[src/rtl/bit_serial_subtractor.sv]
// bit_serial_subtractor: computes A - B - Bin one bit per clock through a single registered full-subtractor cell, LSB first
module bit_serial_subtractor #(
    parameter int WIDTH = 8
) (
    input  logic             clk,
    input  logic             rst,
    input  logic             start,
    input  logic [WIDTH-1:0] A,
    input  logic [WIDTH-1:0] B,
    input  logic             Bin,
    output logic             busy,
    output logic             done,
    output logic [WIDTH-1:0] D,
    output logic             Bout,
    output logic             V
);
    localparam int CW = $clog2(WIDTH + 1);
    typedef enum logic [1:0] {IDLE, RUN, DONE} state_t;
    state_t           r_state, w_next;
    logic [WIDTH-1:0] r_a, r_b, r_res, r_d;
    logic [CW-1:0]    r_cnt;
    logic             r_bw, r_bout, r_v;
    logic             w_a, w_b, w_d, w_bw, w_last;
    always_comb begin
        w_a    = r_a[0];
        w_b    = r_b[0];
        w_d    = w_a ^ w_b ^ r_bw;
        w_bw   = (~w_a & w_b) | (~(w_a ^ w_b) & r_bw);
        w_last = r_cnt == CW'(WIDTH - 1);
        w_next = r_state == RUN ? (w_last ? DONE : RUN) : (start ? RUN : IDLE);
    end
    // On the last bit the A/B LSBs are the operand sign bits, so V needs no extra storage
    always_ff @(posedge clk) begin
        if (rst) begin
            r_state <= IDLE;
            r_a     <= '0;
            r_b     <= '0;
            r_res   <= '0;
            r_d     <= '0;
            r_cnt   <= '0;
            r_bw    <= 1'b0;
            r_bout  <= 1'b0;
            r_v     <= 1'b0;
        end else begin
            r_state <= w_next;
            if (r_state != RUN && start) begin
                r_a   <= A;
                r_b   <= B;
                r_bw  <= Bin;
                r_cnt <= '0;
                r_res <= '0;
            end else if (r_state == RUN) begin
                r_a   <= r_a >> 1;
                r_b   <= r_b >> 1;
                r_res <= {w_d, r_res[WIDTH-1:1]};
                r_bw  <= w_bw;
                r_cnt <= r_cnt + CW'(1);
                if (w_last) begin
                    r_d    <= {w_d, r_res[WIDTH-1:1]};
                    r_bout <= w_bw;
                    r_v    <= (w_a ^ w_b) & (w_d ^ w_a);
                end
            end
        end
    end
    assign busy = r_state == RUN;
    assign done = r_state == DONE;
    assign D    = r_d;
    assign Bout = r_bout;
    assign V    = r_v;
endmodule
[config.mk]
export PLATFORM = sky130hd
export DESIGN_NAME = bit_serial_subtractor
export DESIGN_NICKNAME = d
export VERILOG_FILES = /design/src/rtl/bit_serial_subtractor.sv
export SDC_FILE = /design/constraint.sdc
export NUM_CORES = 1
export LEC_CHECK = 0
export ABC_AREA = 1
export ABC_CLOCK_PERIOD_IN_PS = 1300
export CAP_MARGIN = 20
export CORE_MARGIN = 5
export CORE_UTILIZATION = 46
export CTS_CLUSTER_SIZE = 24
export DETAILED_ROUTE_END_ITERATION = 8
export PLACE_DENSITY = 0.74
export SYNTH_ARGS = -nofsm -noshare
export SYNTH_HDL_FRONTEND = slang
export SYNTH_SLANG_ARGS = --single-unit
[constraint.sdc]
create_clock -name clk -period 1.3 [get_ports clk]
set_input_delay 0.26 -clock clk [delete_from_list [all_inputs] [get_ports clk]]
set_output_delay 0.26 -clock clk [all_outputs]
set_load 0.05 [all_outputs]
==> results.yml, run 1 <==
floorplan:
  dieHeight_um: 71.47
  dieArea_um2: 5107
  core_area_um2: 3661
  rows: 22
  die_w_um: 71.47
  start_util: 0.4747
  ioPinCount: 32
hold_path:
  hold_path.class: "reg2reg"
  hold_depth: 2
  holdPathEnd: "r_a[7]"
  worstHoldStart: "r_a[7]"
clock_tree:
  postCtsHoldBufs: 0
  numClockSinks: 40
  cts_max_level: 2
  clk-insertion-delay-late_ps: 290
  cts_inserted_buffers: 5
  clockBufferDepth: 2
  cts_root_buf: "clkbuf_8"
  cts_tree: "built"
  clkTransAtPathRegs_ps: 70
yosys:
  synth-edff-count: 0
  synthCells: 242
  yosysMostFrequentCell: "nand2_1"
  ys_types: 20
  ys.flop_type: "dfxtp_1"
  ys_warn_count: 0
  syn-num-nets: 265
  async_reset_ff_frac: 0
  ys_top_cells_by_count: "nand2_1 (76), nand3_1 (59), dfxtp_1 (40)"
  synth.area.top_cells: "dfxtp_1 (46%), nand3_1 (17%), nand2_1 (16%)"
  synth_seq_area_share: 0.4608
  synth_top_area_frac: 0.4608
  synth_area_um2: 1738
  synth.avg_cell_area_um2: 7.181
  synth.largest_area_cell: "dfxtp_1"
  ys_ff_latch: 40
sta:
  layout_setup_ws_ps: -2.762
  worst_pin_slew_ps: 339.1
  maxSlewViolCount: 0
  min_period_ps: 1303
  slew_headroom: 0.7735
  fmax_mhz: 767.6
  hold_viol: 0
  grt_setup_unrepaired: "yes"
  finalCritPeriodShare: 1.002
  setup_violations: 1
  fin_skew_ps: 6.527
final_layout:
  drive_gt1_frac: 0.1767
  final_cell_area_um2: 2397
  syn2layout_area_growth_pct: 37.94
  antennaDiodeCount: 0
  fin_nets: 306
place:
  portBuffers: 31
  hpwl_um: 2698
  dpl_cell_area_um2: 2248
  place.gp.congestion: 0.7869
grt:
  grt_pass1_wl_um: 6575
  grt_overflow: 0
  grt_use_total: 0.1619
  antenna_found_initial: 0
  grt_pass1_vias: 1500
  grt_max_degree: 27
drt:
  vias_per_cell: 4.792
  firstDrtPassIters: 4
  num_vias: 1586
  ant_nets: 0
  drcViolationCount: 0
  first_iter_violations: 108
  wl_per_cell_um: 11.73
  routed_wirelength_um: 3882
setup_path:
  r2r_slack_ps: 10
  r2r_end: "V"
  crit_path_max_fanout: 3
  critPathRequiredTime_ps: 1040
  crit_type: "reg2out"
  rr_startpoint: "r_bw"
  critical_path_arrival_ps: 1040
  crit_path_end_kind: "primary output"
  cp-start-kind: "register"
  reg2reg_depth: 5
power_and_ir_drop:
  peakVddDrop_mv: 0.6842
  comb_power_share: 0.139
  swShare: 0.2508
  power_density_nw_per_um2: 995.3
  p_total_w: 0.002386
  internal_power_w: 0.001788
  pwr-share-seq: 0.541
  power.leakage_nw: 1.095
  switchingPower_w: 0.0005984
  clkPwrFrac: 0.320
run_status:
  failed_checks: "negative setup slack"
  status: "complete, but fails checks"
job:
  maxCapViolations: 0
sequential cells by signal (all words and copies together), names as in the netlist:
register,count
D,8
Bout,1
r_cnt,4
r_bw,1
r_b,8
V,1
r_a,8
r_state,2
r_res,7
power groups by stage:
stage | clock network, W | logic [W] | registers [W]
finish | 0.000765 | 0.000331 | 0.00129
global route | 0.000841 | 0.000364 | 0.00129
CTS | 0.000780 | 0.000327 | 0.00129
detailed placement | 0 | 0.000313 | 0.00132
global placement | 0 | 0.000311 | 0.00131
floorplan | 0 | 0.000191 | 0.00131
layer usage:
| layer | part of all wire | GRT usage | vias to the layer above |
|---|---|---|---|
| met3 | 0.044 | 0.05750 | 7 |
| met4 | 0.014 | 0.05637 | 0 |
| met1 | 0.46 | 0.1964 | 709 |
| met2 | 0.48 | 0.2653 | 24 |
| li1 | - | - | 846 |
| met5 | 0 | 0 | - |
cells in the final DEF (no fill, tap or decap), drive strengths merged:
cell,n
nand2,77
nand3,60
dfxtp,40
buf,28
inv,20
clkdlybuf4s50,18
nor2,12
a21oi,11
clkbuf,6
clkinv,3
xor2,2
clkinvlp,2
ha,2
fa,1
dlymetal6s2s,1
worst max path at each step:
stage / start / endpoint / slack (ps) / cells after the start
after floorplan: r_state[1] / done / 10 / 2
final: r_state[0] / busy / -3 / 4
after detailed placement: start / r_b[4] / -190 / 6
after global placement: start / r_bw / -170 / 6
after global routing: r_state[0] / busy / -60 / 4
after CTS: r_state[1] / done / -30 / 3
critical path, stage by stage (launching register included):
cell and delay [ps]:
dfxtp_4 390, inv_4 40, nor2_4 90, buf_6 120, buf_12 120
through the flow:
step           TNS [ps]  std cells  utilization  hold WS (ps)  setup slack, ps
2_1_floorplan         0        242            -         329.1            12.93
3_5_place_dp      -5538        321       0.6141         447.9           -192.1
6_report         -2.762        331       0.6548         454.1           -2.762
4_1_cts          -73.95        330       0.6432         458.8           -28.41
5_1_grt          -159.4        331       0.6548         480.3           -58.83
3_3_place_gp      -5310        321       0.6141         443.7           -166.7
area by class of cell:
cell class | count | area [um^2]
timing repair inverter | 1 | 5.005
timing repair buffer | 47 | 560.5
inverter | 23 | 92.59
clock buffer | 6 | 72.57
fill | 310 | 1264
multi-input combinational | 165 | 793.3
sequential | 40 | 808.3
tap | 48 | 60.06
clock inverter | 1 | 5.005
what timing repair did:
item	CTS	global route
resized for setup	6	12
setup endpoints to repair	3	22
pin swaps	3	2
gates cloned	0	1
buffers inserted	2	0
logic make-up after synthesis:
family                   Yosys count  share of synthesized area
AND/OR/NAND/NOR                  149                     0.3708
XOR/XNOR                           2                    0.01008
adder cells (fa/ha/maj)            3                    0.02592
flip-flops                        40                     0.4608
buffers and inverters             37                    0.09862
AO/OA/AOI/OAI                     11                    0.03384
No activity file was read; power rests on OpenSTA's default activity.
==> run 2: changes to the inputs <==
SKIP_CTS_REPAIR_TIMING = 1   (was not set)
==> results.yml, run 2 (same netlist as run 1, synthesis figures left out) <==
place:
  portBuffers: 31
  hpwl_um: 2698
  dpl_cell_area_um2: 2248
  place.gp.congestion: 0.7869
  dpl.cell_count: 321
grt:
  grt_pass1_wl_um: 6513
  grt_pass1_vias: 1487
  grt_overflow: 0
  antenna_found_initial: 0
  grt_max_degree: 27
  grt_use_total: 0.1601
sta:
  finalCritPeriodShare: 1.044
  worst_pin_slew_ps: 317.8
  grt_setup_unrepaired: "yes"
  fin_skew_ps: 4.237
  layout_setup_ws_ps: -56.73
  fmax_mhz: 737.1
  slew_headroom: 0.7878
  setup_violations: 1
  maxSlewViolCount: 0
  hold_slack_ps: 456.7
  hold_viol: 0
  min_period_ps: 1357
setup_path:
  path_delay_family: "flip-flops"
  crit_path_max_incr_delay_ps: 390
  path_cells: "inv_4 > nor2_4 > buf_6 > buf_12"
  reg2reg_depth: 5
  crit_path_end_kind: "primary output"
  worst-path-buf-inv: 3
  slowest_stage: "dfxtp_4"
  crit_cells: 4
  crit_path_max_fanout: 5
  crit_type: "reg2out"
  cp-start-kind: "register"
  critPathRequiredTime_ps: 1040
  critical_path_arrival_ps: 1100
clock_tree:
  clkTransAtPathRegs_ps: 70
  cts_root_buf: "clkbuf_8"
  numClockSinks: 40
  cts_max_level: 2
  cts_inserted_buffers: 5
  cts_tree: "built"
  clk-insertion-delay-late_ps: 290
  clockBufferDepth: 2
final_layout:
  drive_gt1_frac: 0.1802
  antennaDiodeCount: 0
  mostFrequentLayoutCell: "nand2_1"
  syn2layout_area_growth_pct: 37.80
  final_cell_area_um2: 2395
  final_core_util: 0.6541
  final_cells: 331
  fin_nets: 306
  layout_common_cells: "nand2_1 (76), nand3_1 (59), dfxtp_1 (36)"
floorplan:
  rows: 22
  ioPinCount: 32
  start_util: 0.4747
  core_area_um2: 3661
  dieArea_um2: 5107
  die_w_um: 71.47
  dieHeight_um: 71.47
hold_path:
  hold_path.class: "reg2reg"
  hold_depth: 2
run_status:
  failed_checks: "negative setup slack"
  status: "complete, but fails checks"
drt:
  ant_nets: 0
  drcViolationCount: 0
  vias_per_cell: 4.882
  num_vias: 1616
  firstDrtPassIters: 4
  first_iter_violations: 98
  wl_per_cell_um: 11.94
  routed_wirelength_um: 3953
job:
  maxCapViolations: 0
power_and_ir_drop:
  peakVddDrop_mv: 0.6816
  power_density_nw_per_um2: 1000
  power.leakage_nw: 1.094
## run 2: per-layer routing
layer  global-route usage  part of all wire  vias to the layer above
li1                     -                 -                      846
met1               0.1955              0.46                      723
met2               0.2602              0.48                       40
met3              0.05750             0.050                        7
met4              0.05637             0.014                        0
met5                    0                 0                        -
## run 2: power by group
part	internal [W]	switching, W	leakage [nW]
sequential	0.00126	0.0000266	0.327
combinational	0.000158	0.000172	0.726
clock	0.000365	0.000409	0.0410
total	0.00179	0.000608	1.09
## run 2: worst paths after layout
check / start / to / slack [ps]
setup / recovery: r_state[0] / busy / -60
hold reg to reg: r_a[7] / r_a[7] / 460
setup reg to reg: r_bw / V / 10
hold / removal: r_a[7] / r_a[7] / 460
## run 2: per-stage QoR
stage	setup slack, ps	total power (W)	setup TNS (ps)
after floorplan	12.93	0.001501	0
after global placement	-166.7	0.001624	-5310
after detailed placement	-192.1	0.001628	-5538
after CTS	-142.8	0.002383	-228.5
after global routing	-117.9	0.002502	-172.5
final	-56.73	0.002395	-56.73
## run 2: final cells by class
| class | instances | area [um^2] |
|---|---|---|
| Sequential cell | 40 | 808.3 |
| Fill cell | 305 | 1266 |
| Clock buffer | 6 | 72.57 |
| Tap cell | 48 | 60.06 |
| Timing Repair Buffer | 47 | 556.8 |
| Timing Repair inverter | 1 | 5.005 |
| Inverter | 23 | 92.59 |
| Clock inverter | 1 | 5.005 |
| Multi-Input combinational cell | 165 | 794.5 |
## run 2: worst min-delay path, stage by stage (launching register included)
cell,delay (ps)
dfxtp_1,310
nand2_1,60
a21oi_1,50
==> run 3: changes to the inputs <==
ABC_AREA = not set   (was 1)
CTS_BUF_LIST = sky130_fd_sc_hd__clkbuf_2   (was not set)
PLACE_DENSITY = 0.75   (was 0.74)
TNS_END_PERCENT = 20   (was not set)
==> results.yml, run 3 <==
yosys:
  synth.area.top_cells: "dfxtp_1 (49%), mux2i_1 (10%), a211oi_1 (7.3%)"
  synth_seq_area_share: 0.4893
  ys_ff_latch: 40
  ys_types: 29
  synthCells: 158
  ys_warn_count: 0
  ys.flop_type: "dfxtp_1"
  synth.largest_area_cell: "dfxtp_1"
  synth.avg_cell_area_um2: 10.36
  synth_area_um2: 1637
  synth_top_area_frac: 0.4893
  async_reset_ff_frac: 0
  ys_top_cells_by_count: "dfxtp_1 (40), nor2_1 (19), mux2i_1 (17)"
  yosysMostFrequentCell: "dfxtp_1"
  synth-edff-count: 0
  syn-num-nets: 181
drt:
  vias_per_cell: 5.298
  routed_wirelength_um: 3932
  drcViolationCount: 0
  first_iter_violations: 49
  num_vias: 1335
  ant_nets: 0
  firstDrtPassIters: 4
  wl_per_cell_um: 15.60
place:
  dpl_cell_area_um2: 2202
  hpwl_um: 2707
  pre_cts_ws_ps: -218.0
  portBuffers: 31
  place.gp.congestion: 0.8498
sta:
  hold_viol: 0
  fin_skew_ps: 17.39
  worst_pin_slew_ps: 236.1
  finalCritPeriodShare: 1.140
  slew_headroom: 0.8428
  layout_setup_ws_ps: -182.5
  fin_tns_setup_ps: -695.1
  maxSlewViolCount: 0
  fmax_mhz: 674.5
  setup_violations: 12
  min_period_ps: 1483
  grt_setup_unrepaired: "yes"
power_and_ir_drop:
  power.leakage_nw: 0.9494
  peakVddDrop_mv: 1.046
  comb_power_share: 0.166
  swShare: 0.2507
  clkPwrFrac: 0.290
  power_density_nw_per_um2: 1023
  switchingPower_w: 0.0006064
  p_total_w: 0.002419
  internal_power_w: 0.001812
  pwr-share-seq: 0.544
final_layout:
  nFillCells: 251
  layout_common_cells: "dfxtp_1 (32), nor2_1 (19), clkdlybuf4s50_1 (19)"
  mostFrequentLayoutCell: "dfxtp_1"
  fin_nets: 228
  antennaDiodeCount: 0
  syn2layout_area_growth_pct: 44.50
  final_cell_area_um2: 2365
  drive_gt1_frac: 0.3350
  multi_input_area_um2: 764.5
  final_core_util: 0.6977
  regArea_um2: 813.3
grt:
  grt_pass1_vias: 1393
  antenna_found_initial: 0
  grt_pass1_wl_um: 6458
  grt_overflow: 0
  grt_use_total: 0.1640
  grt_max_degree: 21
setup_path:
  crit_type: "reg2out"
  crit_path_max_incr_delay_ps: 380
  critical_path_arrival_ps: 1220
  cp_common_cell: "buf_12"
  cp-start-kind: "register"
  crit_path_max_fanout: 7
  slowest_stage: "dfxtp_2"
  crit_path_end_kind: "primary output"
  path_cells: "nand2b_4 > inv_4 > buf_12 > buf_12"
  critPathRequiredTime_ps: 1040
clock_tree:
  clkTransAtPathRegs_ps: 200
  numClockSinks: 40
  cts_root_buf: "clkbuf_2"
  clk-insertion-delay-late_ps: 390
  cts_max_level: 2
  clockBufferDepth: 2
  cts_tree: "built"
  cts_inserted_buffers: 5
floorplan:
  dieArea_um2: 4850
  dieHeight_um: 69.65
  ioPinCount: 32
  core_area_um2: 3390
  start_util: 0.4828
  rows: 21
  die_w_um: 69.65
hold_path:
  hold_path.class: "reg2reg"
run_status:
  status: "complete, but fails checks"
  failed_checks: "negative setup slack"
job:
  maxCapViolations: 0
-- run 3: changes by cell type after synthesis, moves of 8 or more --
cell	change
nand2_1	-62
nand3_1	-58
inv_1	-17
mux2i_1	+17
a211oi_1	+16
a22o_2	+9
nor2_1	+8
-- run 3: layer usage --
| layer | wire [um] | GRT usage | vias up | part of all wire |
|---|---|---|---|---|
| li1 | - | - | 651 | - |
| met1 | 1624 | 0.1919 | 649 | 0.41 |
| met2 | 2105 | 0.2765 | 30 | 0.54 |
| met3 | 151 | 0.05652 | 5 | 0.038 |
| met4 | 50 | 0.05957 | 0 | 0.013 |
| met5 | 0 | 0 | - | 0 |
-- run 3: path summary, 6_finish.rpt --
path                                  from  endpoint  slack [ps]  cells after the start
worst max register to register      r_a[0]         V        -130                      5
worst min register to register    r_res[3]  r_res[2]         480                      2
worst max-delay path            r_state[1]      busy        -180                      4
worst min-delay path              r_res[3]  r_res[2]         480                      2
-- run 3: cell families (layout without fill, tap and decap cells) --
group | count (synthesis) | after routing | share of synthesized area
compound gates | 38 | 38 | 0.1804
xor+xnor | 3 | 3 | 0.01606
fa+ha+maj | 3 | 3 | 0.02752
buf+inv | 16 | 64 | 0.05886
flops | 40 | 40 | 0.4893
mux | 17 | 17 | 0.1040
simple gates | 41 | 41 | 0.1239
-- run 3: area by class of cell --
class | instances | area share
inverters | 4 | 0.007407
well taps | 46 | 0.02434
clock buffers | 5 | 0.01058
repair buffers | 52 | 0.2746
flip-flops and latches | 40 | 0.3439
clock inverters | 3 | 0.01587
multi-input cells | 102 | 0.3233
-- run 3: metrics by stage --
stage               std cells  hold slack, ps
floorplan                 158           436.5
global placement          239           451.8
detailed placement        239           458.4
CTS                       247           470.3
global route              252           475.2
finish                    252           480.9
-- run 3: power by group through the flow --
stage	Sequential, W	Clock (W)	Combinational [W]
after detailed placement	0.00134	0	0.000353
final	0.00131	0.000702	0.000402
after CTS	0.00131	0.000720	0.000359
after floorplan	0.00133	0	0.000202
after global placement	0.00134	0	0.000341
after global routing	0.00132	0.000777	0.000435
-- run 3: worst max-delay path: cells and delay by family (launching register included) --
family | cells | cell delay [ps]
and+or+nand+nor | 1 | 140
buffers and inverters | 3 | 300
DFF | 1 | 380
